--- src/rtl/rca_lsu_arbiter.sv ---
`default_nettype none
// ============================================================================
//  Module   : rca_lsu_arbiter
//  Purpose  : Front end for the load/store unit's RCA port. It collects memory
//             requests from NUM_PORTS accelerator ports and arbitrates between
//             them round-robin. It acquires the LSU through the lock handshake
//             and issues at most one request per cycle. In-order load results
//             are routed back to the port that issued the load. The lock is
//             released once traffic has drained.
//
//  Ports    : clk, rst             - clock, synchronous active-high reset
//             port_req/load/store  - per-port request valid and kind
//             port_addr/wdata/fn3  - per-port request fields (packed, port i
//                                    occupies slice i)
//             port_ack             - one-hot, request accepted this cycle
//             port_rvalid/rdata    - one-hot load return, shared data bus
//             rca_lsu_lock         - LSU ownership request/hold
//             rca_rs1/rs2/fn3      - address, store data, size code to LSU
//             rca_load/rca_store   - issue strobes to LSU
//             lsu_ready            - LSU serving RCA and able to accept
//             lsu_rvalid/rdata     - in-order load result from LSU
//             busy                 - arbiter not idle
//             stat_*               - activity counters (only with the macro
//                                    RCA_LSU_ARB_STATS_EN defined)
//
//  Revision : 1.0 - initial release
// ============================================================================
module rca_lsu_arbiter #(
    parameter int NUM_PORTS       = 4,
    parameter int MAX_OUTSTANDING = 4,
    parameter int RELEASE_DELAY   = 2
) (
    input  logic                      clk,
    input  logic                      rst,
    input  logic [NUM_PORTS-1:0]      port_req,
    input  logic [NUM_PORTS-1:0]      port_load,
    input  logic [NUM_PORTS-1:0]      port_store,
    input  logic [NUM_PORTS*32-1:0]   port_addr,
    input  logic [NUM_PORTS*32-1:0]   port_wdata,
    input  logic [NUM_PORTS*3-1:0]    port_fn3,
    output logic [NUM_PORTS-1:0]      port_ack,
    output logic [NUM_PORTS-1:0]      port_rvalid,
    output logic [31:0]               port_rdata,
    output logic                      rca_lsu_lock,
    output logic [31:0]               rca_rs1,
    output logic [31:0]               rca_rs2,
    output logic [2:0]                rca_fn3,
    output logic                      rca_load,
    output logic                      rca_store,
    input  logic                      lsu_ready,
    input  logic                      lsu_rvalid,
    input  logic [31:0]               lsu_rdata,
`ifdef RCA_LSU_ARB_STATS_EN
    output logic [31:0]               stat_loads,
    output logic [31:0]               stat_stores,
    output logic [31:0]               stat_stall_cycles,
`endif
    output logic                      busy
);

    localparam int c_IDX_W = (NUM_PORTS > 1) ? $clog2(NUM_PORTS) : 1;
    localparam int c_AW    = (MAX_OUTSTANDING > 1) ? $clog2(MAX_OUTSTANDING) : 1;
    localparam int c_CNT_W = c_AW + 1;

    localparam logic [1:0] c_ST_IDLE    = 2'd0;
    localparam logic [1:0] c_ST_ACQUIRE = 2'd1;
    localparam logic [1:0] c_ST_ACTIVE  = 2'd2;
    localparam logic [1:0] c_ST_DRAIN   = 2'd3;

    localparam logic [NUM_PORTS-1:0] c_ONE       = NUM_PORTS'(1);
    localparam logic [4:0]           c_REL_DELAY = 5'(RELEASE_DELAY);
    localparam logic [c_CNT_W-1:0]   c_FIFO_FULL = c_CNT_W'(MAX_OUTSTANDING);
    localparam logic [c_AW-1:0]      c_PTR_LAST  = c_AW'(MAX_OUTSTANDING - 1);

    // ------------------------------------------------------------------------
    // State
    // ------------------------------------------------------------------------
    logic [1:0]          r_state;
    logic [1:0]          w_state_nxt;
    logic [c_IDX_W-1:0]  r_rr;
    logic [3:0]          r_rel_cnt;

    logic [c_IDX_W-1:0]  r_fifo [MAX_OUTSTANDING];
    logic [c_AW-1:0]     r_wr_ptr;
    logic [c_AW-1:0]     r_rd_ptr;
    logic [c_CNT_W-1:0]  r_count;

    logic [31:0]         r_rs1;
    logic [31:0]         r_rs2;
    logic [2:0]          r_fn3;
    logic [NUM_PORTS-1:0] r_port_rvalid;
    logic [31:0]         r_port_rdata;

    // ------------------------------------------------------------------------
    // Combinational helpers
    // ------------------------------------------------------------------------
    logic                w_fifo_full;
    logic                w_fifo_empty;
    logic                w_load_block;
    logic [NUM_PORTS-1:0] w_elig;
    logic                w_grant_valid;
    logic [c_IDX_W-1:0]  w_grant_idx;
    logic [31:0]         w_sel_addr;
    logic [31:0]         w_sel_wdata;
    logic [2:0]          w_sel_fn3;
    logic                w_sel_store;
    logic                w_issue;
    logic                w_push;
    logic                w_pop;
    logic                w_any_req;
    logic                w_rel_expired;

    // (base + off) mod NUM_PORTS, with off < NUM_PORTS
    function automatic logic [c_IDX_W-1:0] f_wrap(input logic [c_IDX_W-1:0] base,
                                                  input int off);
        int s;
        s = int'(base) + off;
        if (s >= NUM_PORTS) s = s - NUM_PORTS;
        return s[c_IDX_W-1:0];
    endfunction

    assign w_any_req    = |port_req;
    assign w_fifo_full  = (r_count == c_FIFO_FULL);
    assign w_fifo_empty = (r_count == '0);
    assign w_pop        = lsu_rvalid & ~w_fifo_empty;
    // A pop in the same cycle frees a slot, so a full FIFO only blocks loads
    // when no result is returning.
    assign w_load_block = w_fifo_full & ~lsu_rvalid;

    // A port asserting both strobes counts as a store, so it is never blocked
    // by the FIFO. Load-only ports are masked while the FIFO cannot accept,
    // letting the rotation fall through to the next eligible port.
    always_comb begin
        w_elig = '0;
        for (int i = 0; i < NUM_PORTS; i++) begin
            w_elig[i] = port_req[i] & (port_store[i] | (port_load[i] & ~w_load_block));
        end
    end

    // Round-robin search starting at r_rr. Scanning from the far end means the
    // last hit is the closest port to the pointer.
    always_comb begin
        w_grant_valid = 1'b0;
        w_grant_idx   = '0;
        for (int k = NUM_PORTS - 1; k >= 0; k--) begin
            if (w_elig[f_wrap(r_rr, k)]) begin
                w_grant_valid = 1'b1;
                w_grant_idx   = f_wrap(r_rr, k);
            end
        end
    end

    always_comb begin
        w_sel_addr  = '0;
        w_sel_wdata = '0;
        w_sel_fn3   = '0;
        w_sel_store = 1'b0;
        for (int i = 0; i < NUM_PORTS; i++) begin
            if (w_grant_idx == i[c_IDX_W-1:0]) begin
                w_sel_addr  = port_addr[i*32 +: 32];
                w_sel_wdata = port_wdata[i*32 +: 32];
                w_sel_fn3   = port_fn3[i*3 +: 3];
                w_sel_store = port_store[i];
            end
        end
    end

    assign w_issue = (r_state == c_ST_ACTIVE) & lsu_ready & w_grant_valid;
    assign w_push  = w_issue & ~w_sel_store;

    // ------------------------------------------------------------------------
    // Outputs
    // ------------------------------------------------------------------------
    assign port_ack     = w_issue ? (c_ONE << w_grant_idx) : '0;
    assign rca_load     = w_issue & ~w_sel_store;
    assign rca_store    = w_issue & w_sel_store;
    // Data fields follow the granted port in an issue cycle and otherwise
    // hold the last issued values.
    assign rca_rs1      = w_issue ? w_sel_addr  : r_rs1;
    assign rca_rs2      = w_issue ? w_sel_wdata : r_rs2;
    assign rca_fn3      = w_issue ? w_sel_fn3   : r_fn3;
    assign rca_lsu_lock = (r_state != c_ST_IDLE);
    assign busy         = (r_state != c_ST_IDLE);
    assign port_rvalid  = r_port_rvalid;
    assign port_rdata   = r_port_rdata;

    // ------------------------------------------------------------------------
    // Lock state machine
    // ------------------------------------------------------------------------
    // The idle counter has seen RELEASE_DELAY quiet cycles including this one.
    assign w_rel_expired = (({1'b0, r_rel_cnt} + 5'd1) >= c_REL_DELAY);

    always_comb begin
        w_state_nxt = r_state;
        case (r_state)
            c_ST_IDLE: begin
                if (w_any_req) w_state_nxt = c_ST_ACQUIRE;
            end
            c_ST_ACQUIRE: begin
                if (lsu_ready) w_state_nxt = c_ST_ACTIVE;
            end
            c_ST_ACTIVE: begin
                if (!w_any_req && w_rel_expired) w_state_nxt = c_ST_DRAIN;
            end
            c_ST_DRAIN: begin
                if (w_any_req)                       w_state_nxt = c_ST_ACTIVE;
                else if (w_fifo_empty && !lsu_rvalid) w_state_nxt = c_ST_IDLE;
            end
            default: w_state_nxt = c_ST_IDLE;
        endcase
    end

    always_ff @(posedge clk) begin
        if (rst) begin
            r_state   <= c_ST_IDLE;
            r_rel_cnt <= '0;
            r_rr      <= '0;
        end else begin
            r_state <= w_state_nxt;
            if ((r_state == c_ST_ACTIVE) && !w_any_req && !w_rel_expired)
                r_rel_cnt <= r_rel_cnt + 4'd1;
            else
                r_rel_cnt <= '0;
            if (w_issue)
                r_rr <= f_wrap(w_grant_idx, 1);
        end
    end

    // ------------------------------------------------------------------------
    // Held request fields
    // ------------------------------------------------------------------------
    always_ff @(posedge clk) begin
        if (rst) begin
            r_rs1 <= '0;
            r_rs2 <= '0;
            r_fn3 <= '0;
        end else if (w_issue) begin
            r_rs1 <= w_sel_addr;
            r_rs2 <= w_sel_wdata;
            r_fn3 <= w_sel_fn3;
        end
    end

    // ------------------------------------------------------------------------
    // Return-routing FIFO: one port index per outstanding load
    // ------------------------------------------------------------------------
    always_ff @(posedge clk) begin
        if (w_push) r_fifo[r_wr_ptr] <= w_grant_idx;
    end

    always_ff @(posedge clk) begin
        if (rst) begin
            r_wr_ptr <= '0;
            r_rd_ptr <= '0;
            r_count  <= '0;
        end else begin
            if (w_push)
                r_wr_ptr <= (r_wr_ptr == c_PTR_LAST) ? '0 : r_wr_ptr + c_AW'(1);
            if (w_pop)
                r_rd_ptr <= (r_rd_ptr == c_PTR_LAST) ? '0 : r_rd_ptr + c_AW'(1);
            if (w_push && !w_pop)
                r_count <= r_count + c_CNT_W'(1);
            else if (w_pop && !w_push)
                r_count <= r_count - c_CNT_W'(1);
        end
    end

    // Returns are registered: one cycle from lsu_rvalid to port_rvalid.
    always_ff @(posedge clk) begin
        if (rst) begin
            r_port_rvalid <= '0;
            r_port_rdata  <= '0;
        end else begin
            r_port_rvalid <= w_pop ? (c_ONE << r_fifo[r_rd_ptr]) : '0;
            if (w_pop) r_port_rdata <= lsu_rdata;
        end
    end

    // ------------------------------------------------------------------------
    // Optional activity counters (saturating)
    // ------------------------------------------------------------------------
`ifdef RCA_LSU_ARB_STATS_EN
    logic [31:0] r_stat_loads;
    logic [31:0] r_stat_stores;
    logic [31:0] r_stat_stall;
    logic        w_stall;

    assign w_stall = (r_state == c_ST_ACTIVE) & w_any_req & ~w_issue;

    always_ff @(posedge clk) begin
        if (rst) begin
            r_stat_loads  <= '0;
            r_stat_stores <= '0;
            r_stat_stall  <= '0;
        end else begin
            if (rca_load && (r_stat_loads != 32'hFFFF_FFFF))
                r_stat_loads <= r_stat_loads + 32'd1;
            if (rca_store && (r_stat_stores != 32'hFFFF_FFFF))
                r_stat_stores <= r_stat_stores + 32'd1;
            if (w_stall && (r_stat_stall != 32'hFFFF_FFFF))
                r_stat_stall <= r_stat_stall + 32'd1;
        end
    end

    assign stat_loads        = r_stat_loads;
    assign stat_stores       = r_stat_stores;
    assign stat_stall_cycles = r_stat_stall;
`endif

    // ------------------------------------------------------------------------
    // Simulation checks
    // ------------------------------------------------------------------------
    // A result with nothing outstanding is dropped; flag it without stopping.
    a_rvalid_empty: assert property (@(posedge clk) disable iff (rst)
        !(lsu_rvalid && w_fifo_empty))
        else $warning("rca_lsu_arbiter: lsu_rvalid with no outstanding load ignored");

    // Request fields must not change while a request waits for its ack.
    generate
        for (genvar gi = 0; gi < NUM_PORTS; gi++) begin : g_stable
            a_hold: assert property (@(posedge clk) disable iff (rst)
                (port_req[gi] && !port_ack[gi]) |=>
                (!port_req[gi] || $stable({port_load[gi], port_store[gi],
                                           port_addr[gi*32 +: 32],
                                           port_wdata[gi*32 +: 32],
                                           port_fn3[gi*3 +: 3]})))
                else $error("rca_lsu_arbiter: port %0d changed fields before ack", gi);
        end
    endgenerate

endmodule
`default_nettype wire

--- config.mk ---
export PLATFORM = sky130hd
export DESIGN_NAME = rca_lsu_arbiter
export DESIGN_NICKNAME = d
export VERILOG_FILES = /design/src/rtl/rca_lsu_arbiter.sv
export SDC_FILE = /design/constraint.sdc
export NUM_CORES = 1
export LEC_CHECK = 0
export CAP_MARGIN = 20
export CORE_AREA = 4 4 165 167
export DETAILED_ROUTE_END_ITERATION = 10
export DIE_AREA = 0 0 169 171
export GPL_TIMING_DRIVEN = 0
export PLACE_DENSITY = 0.65
export SKIP_CTS_REPAIR_TIMING = 1
export SLEW_MARGIN = 15
export SYNTH_ARGS = -nofsm -noshare
export SYNTH_HDL_FRONTEND = slang
export SYNTH_SLANG_ARGS = --single-unit
--- constraint.sdc ---
create_clock -name clk -period 6.73 [get_ports clk]
set_input_delay 1.346 -clock clk [delete_from_list [all_inputs] [get_ports clk]]
set_output_delay 1.346 -clock clk [all_outputs]
set_load 0.02 [all_outputs]
==> results of run 1 <==
==> state kept, by name (all words and copies together), names as in the netlist, named ones only <==
name / cells
r_fn3: 3
r_state: 2
r_rs2: 32
port_rdata: 32
r_rr: 2
r_wr_ptr: 2
r_rs1: 32
r_rel_cnt: 4
r_count: 3
port_rvalid: 4
r_fifo: 8
r_rd_ptr: 2
==> worst paths after layout <==
path | from | to | cells past startpoint
max | lsu_rvalid | rca_rs2[12] | 15
min | port_rdata[5] | port_rdata[5] | 2
max reg2reg | r_count[0] | r_count[2] | 17
min reg2reg | port_rdata[5] | port_rdata[5] | 2
==> power groups by stage <==
stage / Sequential, mW / Clock (mW) / Combinational, mW
after floorplan: 0.984 / 0 / 0.814
after global placement: 0.927 / 0 / 1.51
after CTS: 0.915 / 0.912 / 1.52
final: 0.914 / 0.887 / 1.58
after global routing: 0.929 / 0.945 / 1.72
after detailed placement: 0.931 / 0 / 1.51
==> placed cells by master (no fill, tap or decap), drive strengths merged, types with 8 or more instances in the layout <==
cell type,Yosys,layout
clkdlybuf4s50,0,368
nand2,213,213
dfxtp,120,120
nor2,86,86
clkbuf,73,83
nor3,71,71
o211ai,70,70
o211a,67,67
a211oi,67,67
and2b,57,57
dlymetal6s2s,0,57
a21oi,41,41
buf,18,26
inv,10,19
nor2b,14,14
ha,12,12
edfxtp,8,8
o21ai,8,8
==> layer usage <==
layer | global-route usage [%] | vias to the layer above | wire (um)
met1 | 27.71 | 4153 | 14260
met2 | 39.39 | 303 | 17010
met5 | 0 | - | 8
li1 | - | 4360 | -
met4 | 7.000 | 2 | 880
met3 | 6.770 | 50 | 2516
==> cells by family after synthesis <==
kind of cell / Yosys count
adders and majority gates: 13
xor gates and xnor gates: 2
and+or+nand+nor: 461
buffers and inverters: 101
other: 1
muxes: 6
DFF: 128
AOI/OAI and AO/OA: 268
==> through the flow <==
stage / std cells / area (um2) / setup slack [ps] / hold WS, ps / utilization [%]
after floorplan: 982 / 7875 / 982.0 / 454.1 / -
after global placement: 1742 / 12550 / -1412 / 442.0 / 48.71
after detailed placement: 1742 / 12550 / -1456 / 447.4 / 48.71
after CTS: 1774 / 13120 / -1469 / 456.1 / 50.91
after global routing: 1775 / 13710 / -26.89 / 476.8 / 53.21
final: 1776 / 13710 / 154.8 / 452.2 / 53.22
==> worst reg2reg max path: cells and delay by family, from the launching register on <==
family	cells	cell delay, ps
AOI/OAI and AO/OA	6	1390
and+or+nand+nor	5	1200
adders and majority gates	3	830
DFF	1	370
buffers and inverters	2	260
xor gates and xnor gates	1	180
==> area by class of cell <==
type | instances | area share [%]
inverters | 10 | 0.2920
multi-input cells | 753 | 37.61
diodes | 1 | 0.01825
repair buffers | 428 | 32.32
clock inverters | 15 | 1.040
plain buffers | 89 | 3.285
well taps | 335 | 3.057
clock buffers | 17 | 3.103
flip-flops and latches | 128 | 19.27
==> results.py, run 1 <==
metrics = {
    "outcome": {
        "status": "finished, final reports clean",
    },
    "pwr": {
        "p_leak_nw": 5.995,
        "p_sw_share_pct": 38.41,
        "peakVddDrop_mv": 0.1625,
        "power.internal_mw": 2.084,
        "comb_power_share_pct": 46.8,
        "pwr-share-seq_pct": 27.0,
        "power.density_nw_per_um2": 246.8,
        "p_sw_mw": 1.300,
        "total_power_mw": 3.383,
        "clkPwrFrac_pct": 26.2,
    },
    "cts": {
        "clk_latency_ps": 410,
        "cts_tree": "built",
        "clock_sinks": 128,
        "clockBufferDepth": 2,
        "cts_root_buf": "clkbuf_16",
        "cts-htree-levels": 4,
        "numCtsBuffers": 17,
        "clkTransAtPathRegs_ps": 60,
    },
    "die": {
        "core_um2": 25760,
        "ios": 427,
        "die_h_um": 171,
        "fp-row-count": 59,
        "start_util_pct": 30.54,
        "die_x_um": 169,
        "dieArea_um2": 28900,
    },
    "sta": {
        "slew_violations": 0,
        "tns_ps": 0,
        "worstMarginPinSlew_ps": 776.3,
        "fmax_mhz": 152.1,
        "skew_ps": 9.215,
        "slew_headroom_pct": 48.24,
        "fin_crit_ps": 6575,
        "setup_viol": 0,
        "post-route-period-util_pct": 97.70,
        "hold_viol_final": 0,
    },
    "critical_path": {
        "end_kind": "output port",
        "arrival_ps": 5230,
        "cp_top_family": "buffers and inverters",
        "cp-start-kind": "input pin",
        "crit_chain": "clkdlybuf4s50_1, nor4b_4, buf_4, o21ai_1, a2111o_1, a22oi_2, nor2_1, ha_1, inv_4, clkbuf_4, buf_2, o211a_1, a211oi_2, nor2_1, clkdlybuf4s50_1",
        "cpMaxStageDelayCell": "clkdlybuf4s50_1",
        "cp.required_ps": 5380,
        "cp_max_fo": 10,
        "critPathKind": "input pin to output port",
        "path_buf_inv": 6,
        "r2r_slack_ps": 2440,
        "cp_slowest_stage_delay_ps": 650,
    },
    "synthesis": {
        "yosysMostFrequentCell": "nand2_1",
        "post_synth_num_cell_types": 53,
        "netlist_instances": 980,
        "synth_top_cell_area_share_pct": 30.53,
        "synthFlopType": "dfxtp_1",
        "synthSimpleGateAreaFrac_pct": 31.12,
        "synthMuxAreaShare_pct": 1.097,
        "synth-seq-cells": 128,
        "synth.avg_cell_area_um2": 8.028,
        "synth_fa_ha_area_share_pct": 2.163,
        "ys_seq_area_share_pct": 33.59,
        "yosys_warnings": 0,
        "synth_enable_flop_cells": 8,
        "async_reset_ff_share_pct": 0,
        "yosys.area.top_type": "dfxtp_1",
        "synth_xor_xnor_area_share_pct": 0.2226,
        "synth_compound_area_share_pct": 26.48,
        "synth_top_family_by_area": "simple AND/OR/NAND/NOR gates",
        "netlist_top_cells_area": "dfxtp_1 31%, nand2_1 10%, o211a_1 8.5%",
        "synthTopCellsByCount": "213 x nand2_1, 120 x dfxtp_1, 86 x nor2_1",
        "netlist_area_um2": 7868,
    },
    "drt": {
        "wl_per_cell_um": 19.53,
        "ant_nets": 0,
        "drc_errors": 0,
        "routed_wirelength_mm": 34.68,
        "vias": 8868,
        "drtIter0Drc": 335,
        "firstDrtPassIters": 5,
        "routed_via_density": 4.993,
    },
    "placed_design": {
        "dp_hpwl_mm": 27.63,
        "io_buffers": 425,
        "place.gp.congestion": 0.8819,
    },
    "global_route": {
        "antenna_found_initial": 3,
        "grt_usage_pct": 22.89,
        "grt_overflow": 0,
        "grt_pass1_vias": 8952,
        "grt_max_degree": 17,
        "grt_pass1_wl_mm": 51.14,
    },
    "finish": {
        "fillers": 2501,
        "multiInputGateArea_um2": 5156,
        "seq_area_um2": 2643,
        "drive_above_1_share_pct": 15.00,
        "final_nets": 1756,
        "area_delta_synth_final_pct": 74.27,
    },
    "worst_hold_path": {
        "hold_path.class": "register to register",
    },
    "job": {
        "cap_violations": 0,
    },
}
Note: power is estimated with default switching activity, not from simulation.
==> inputs of run 2 (changes only) <==
CTS_CLUSTER_DIAMETER = 50   (was not set)
==> results of run 2 <==
Final layout, timing and power as in run 1 (identical DEF).
